==> config.mk <==
export PLATFORM = sky130hd
export DESIGN_NAME = pb_press_decoder
export DESIGN_NICKNAME = d
export VERILOG_FILES = /design/src/rtl/pb_press_decoder.sv
export SDC_FILE = /design/constraint.sdc
export NUM_CORES = 1
export LEC_CHECK = 0
export ABC_AREA = 1
export ABC_CLOCK_PERIOD_IN_PS = 1100
export CAP_MARGIN = 20
export CORE_UTILIZATION = 41
export CTS_BUF_LIST = sky130_fd_sc_hd__clkbuf_4 sky130_fd_sc_hd__clkbuf_8 sky130_fd_sc_hd__clkbuf_16
export CTS_CLUSTER_SIZE = 16
export DETAILED_ROUTE_END_ITERATION = 6
export GPL_TIMING_DRIVEN = 0
export PLACE_DENSITY = 0.7
export SLEW_MARGIN = 0
export SYNTH_ARGS = -nofsm -noshare
export SYNTH_HDL_FRONTEND = slang
export SYNTH_SLANG_ARGS = --single-unit
==> constraint.sdc <==
create_clock -name clk_16M -period 1.1 [get_ports clk_16M]
set_clock_uncertainty 0.05 [all_clocks]
set_input_delay 0.22 -clock clk_16M [delete_from_list [all_inputs] [get_ports clk_16M]]
set_output_delay 0.22 -clock clk_16M [all_outputs]
set_load 0.01 [all_outputs]
==> src/rtl/pb_press_decoder.sv <==
// ============================================================================
// Module  : pb_press_decoder
// Brief   : Turns the debouncer toggle flag into press pulses, a press count
//           and single/double-press classification. Optional macro:
//           PB_PRESS_DOUBLE_EN enables the windowed single/double classifier.
// Revision: 1.0 - initial release
// ============================================================================
`default_nettype none

module pb_press_decoder #(
  parameter int WINDOW_CYCLES = 4000000,
  parameter int WIN_W         = 22,
  parameter int CNT_W         = 8
) (
  input  logic             clk_16M,
  input  logic             rst_n,
  input  logic             set_rst_flag,
  output logic             press_pulse,
  output logic             single_press,
  output logic             double_press,
  output logic [CNT_W-1:0] press_count
);

  logic             s1_q, s1_d;
  logic             s2_q, s2_d;
  logic             primed_q, primed_d;
  logic             press_pulse_q, press_pulse_d;
  logic [CNT_W-1:0] press_count_q, press_count_d;
  logic             single_press_q, single_press_d;
  logic             double_press_q, double_press_d;
  logic             ev;

  // The first edge after reset loads both stages from the flag, so a flag
  // that is already high out of reset never looks like a press.
  always_comb begin
    s1_d     = set_rst_flag;
    s2_d     = s1_q;
    primed_d = 1'b1;
    if (!primed_q) begin
      s2_d = set_rst_flag;
    end
  end

  assign ev = primed_q & (s1_q ^ s2_q);

  always_comb begin
    press_pulse_d = ev;
    press_count_d = press_count_q;
    if (ev) begin
      press_count_d = press_count_q + CNT_W'(1);
    end
  end

  always_ff @(posedge clk_16M or negedge rst_n) begin
    if (!rst_n) begin
      s1_q          <= 1'b0;
      s2_q          <= 1'b0;
      primed_q      <= 1'b0;
      press_pulse_q <= 1'b0;
      press_count_q <= '0;
    end else begin
      s1_q          <= s1_d;
      s2_q          <= s2_d;
      primed_q      <= primed_d;
      press_pulse_q <= press_pulse_d;
      press_count_q <= press_count_d;
    end
  end

`ifdef PB_PRESS_DOUBLE_EN
  localparam logic [0:0]       ST_IDLE    = 1'b0;
  localparam logic [0:0]       ST_WAIT    = 1'b1;
  localparam logic [WIN_W-1:0] TIMER_LAST = WIN_W'(WINDOW_CYCLES - 1);

  logic [0:0]       state_q, state_d;
  logic [WIN_W-1:0] timer_q, timer_d;

  always_ff @(posedge clk_16M or negedge rst_n) begin
    if (!rst_n) begin
      state_q <= ST_IDLE;
      timer_q <= '0;
    end else begin
      state_q <= state_d;
      timer_q <= timer_d;
    end
  end

  always_comb begin
    state_d = state_q;
    timer_d = timer_q;
    case (state_q)
      ST_IDLE: begin
        if (ev) begin
          state_d = ST_WAIT;
          timer_d = '0;
        end
      end
      ST_WAIT: begin
        // A second press wins over window expiry in the same cycle.
        if (ev) begin
          state_d = ST_IDLE;
        end else if (timer_q == TIMER_LAST) begin
          state_d = ST_IDLE;
        end else begin
          timer_d = timer_q + WIN_W'(1);
        end
      end
      default: begin
        state_d = ST_IDLE;
      end
    endcase
  end

  always_comb begin
    single_press_d = 1'b0;
    double_press_d = 1'b0;
    if (state_q == ST_WAIT) begin
      double_press_d = ev;
      single_press_d = !ev && (timer_q == TIMER_LAST);
    end
  end
`else
  always_comb begin
    single_press_d = ev;
    double_press_d = 1'b0;
  end
`endif

  always_ff @(posedge clk_16M or negedge rst_n) begin
    if (!rst_n) begin
      single_press_q <= 1'b0;
      double_press_q <= 1'b0;
    end else begin
      single_press_q <= single_press_d;
      double_press_q <= double_press_d;
    end
  end

  assign press_pulse  = press_pulse_q;
  assign press_count  = press_count_q;
  assign single_press = single_press_q;
  assign double_press = double_press_q;

endmodule

`default_nettype wire

==> flow_summary.yaml <==
place:
  globalplace.congestion: 0.6448
  portBuffers: 12
  hpwl_um: 773.9
  post-place-ws_ns: -0.1696
finish:
  layout-drive-gt1-share_pct: 42.70
  area_growth_syn_to_layout_pct: 46.99
  final_nets: 94
  diodes: 0
  fillers: 113
clock_tree:
  ctsLongestPathBuffers: 2
  worstSkewPairLatency_ns: 0.27
  cts-buffers-inserted: 3
  cts_sinks: 12
  cts.clk_slew.worst_paths_ns: 0.08
  cts_tree: "done"
  clockRootBuffer: "clkbuf_4"
  htree_num_levels: 1
  ctsHoldBuffers: 0
timing:
  setup-violations-final: 7
  setup_ws_ns: -0.04808
  period_share_pct: 104.4
  max_freq_mhz: 871.0
  worst_slew_pin_slew_ns: 0.5546
  relSlewSlack_pct: 62.91
  hold_viol: 0
  slew_violations: 0
  period_needed_ns: 1.148
  rsz0062_at_grt: "yes"
  tns_ns: -0.1629
logic_synthesis:
  syn_area_per_cell_um2: 8.917
  seq_area_frac_synth_pct: 53.45
  synth_cell_types: 16
  yosysWarnings: 0
  ys_ff_latch: 12
  postSynthCellCount: 63
  synth_largest_area_cell: "dfrtp_1"
  syn-num-nets: 67
  synthTopCellsByArea: "dfrtp_1 53%, nand2_1 15%, xnor2_1 4.7%"
  synth_top_area_share_pct: 53.45
  synth_area_um2: 561.8
global_route:
  met2_usage_pct: 36.67
  use_met3_pct: 3.468
  grt_overflow_total: 0
  grt_pass1_wl_um: 2014
  grt_start_max_net_pins: 13
  use_met1_pct: 22.55
  grt_pass1_vias: 474
  grt_util_all_layers_pct: 20.75
  grt_antenna_before_repair: 0
  top_usage_layer: "met2"
critical_path:
  reg2reg_from: "press_count[1]"
  crit_slowest_cell: "dfrtp_1"
  path_buf_inv: 2
  crit_type: "flop to flop"
  path_cells: "buf_6 > ha_4 > nand3_2 > nor2_2 > nand3_1 > nand2_1 > inv_1"
  critPathLaunchType: "flop"
  cp_slowest_stage_delay_ns: 0.38
  endpoint_kind: "flop"
  critPathTopFamily: "flip-flops"
  cp.arrival_ns: 1.27
  cp.required_ns: 1.22
  regToRegEndpoint: "press_count[6]"
  worstPathMaxFanout: 3
  r2r_slack_ns: -0.05
  reg2regPathDepth: 7
routing:
  wl_per_cell_um: 12.14
  first_iter_violations: 2
  detail-route-antenna-nets: 0
  vias_per_cell: 4.728
  dr.pass1.iters: 3
  drc: 0
  route.vias.total: 487
  drt-total-wl_um: 1250
floorplan:
  die_y_um: 39.02
  dieArea_mm2: 0.001522
  num_rows: 12
  ios: 14
  core_mm2: 0.001186
  initial_core_util_pct: 47.36
  die_w_um: 39.02
worst_hold_path:
  hold_path.class: "input port to asynchronous set/reset pin"
outcome:
  violations: "setup timing"
  outcome: "finished with violations"
power_and_ir_drop:
  p_per_area_mw_per_mm2: 2001
  ir_worst_vdd_mv: 1.082
  p_leak_nw: 0.4250
job:
  maxCapViolations: 0
==> metrics by stage <==
step,std cells,total power [W],hold slack (ns),cell area (µm²),utilization (%)
floorplan,63,0.0008778,-0.1256,564.3,-
global placement,89,0.001098,0.4298,701.9,59.18
detailed placement,89,0.001110,0.4525,701.9,59.18
CTS,103,0.001621,0.2617,809.5,68.25
global route,103,0.001757,0.2973,825.8,69.62
finish,103,0.001653,0.2529,825.8,69.62
==> worst max-delay path by stage <==
stage / end / slack [ns] / from / cells past startpoint
3_3_place_gp: press_count[2] / -0.15 / press_count[2] / 1
6_report: press_count[6] / -0.05 / press_count[1] / 7
5_1_grt: press_count[7] / -0.12 / s1_q / 7
4_1_cts: press_count[6] / -0.06 / press_count[1] / 7
2_1_floorplan: press_count[6] / -0.06 / press_count[0] / 6
3_5_place_dp: press_count[2] / -0.17 / press_count[2] / 1
==> sequential cells by signal (all words and copies together) (netlist names) <==
| name | count |
|---|---|
| s1_q | 1 |
| primed_q | 1 |
| press_count | 8 |
| press_pulse | 1 |
| s2_q | 1 |
==> routing by layer <==
metal  vias up  wire [µm]
met1       231        530
met4         0         19
met5         -          0
li1        242          -
met2        12        641
met3         2         58
==> kinds of logic after synthesis <==
kind of cell / after synthesis / share of synthesized area [%]
AO/OA/AOI/OAI: 1 / 0.8900
buffers and inverters: 8 / 8.017
flip-flops: 12 / 53.45
multiplexers: 1 / 2.004
AND/OR/NAND/NOR: 34 / 25.84
XOR/XNOR: 4 / 6.237
adder cells (fa/ha/maj): 1 / 2.227
other: 2 / 1.337
==> power by group <==
part	switching (W)	internal, W
logic	0.000329	0.000377
clock network	0.000150	0.000201
registers	0.0000631	0.000533
total	0.000542	0.00111
==> Yosys cell counts <==
cell and instances:
nand3b_1 1, nand4_1 1, o21ai_1 1, buf_6 1, xnor2_1 3, xor2_1 1
conb_1 2, ha_1 1, nor2_1 3, buf_4 2, inv_1 5, mux2_2 1
dfrtp_1 12, nand2_1 22, nor2_2 2, nand3_1 5
==> cell type report <==
class                   count  area [µm²]  area share (%)
inverters                   5       18.77           2.273
flip-flops and latches     12       301.5           36.52
well taps                  14       17.52           2.121
multi-input cells          43       256.5           31.06
clock buffers               4       36.28           4.394
repair buffers             22       165.2           20.00
plain buffers               3       30.03           3.636
==> what timing repair did <==
item / 4_1_cts / 5_1_grt
resized for setup: 51 / 4
setup buffers: 9 / 0
setup endpoints to repair: 14 / 12
cloned: 1 / 0
pin swaps: 7 / 4
==> cells in the final DEF (no fill, tap or decap), types with 2 or more instances in the layout <==
cell type / netlist / layout
nand3_2: 0 / 3
buf_4: 2 / 9
clkdlybuf4s50_1: 0 / 2
nand2_1: 22 / 21
conb_1: 2 / 2
inv_1: 5 / 5
buf_2: 0 / 8
nor2_2: 2 / 3
dfrtp_1: 12 / 11
buf_6: 1 / 6
nand3_1: 5 / 2
clkbuf_4: 0 / 3
xnor2_1: 3 / 3
Note: power is estimated with default switching activity, not from simulation.
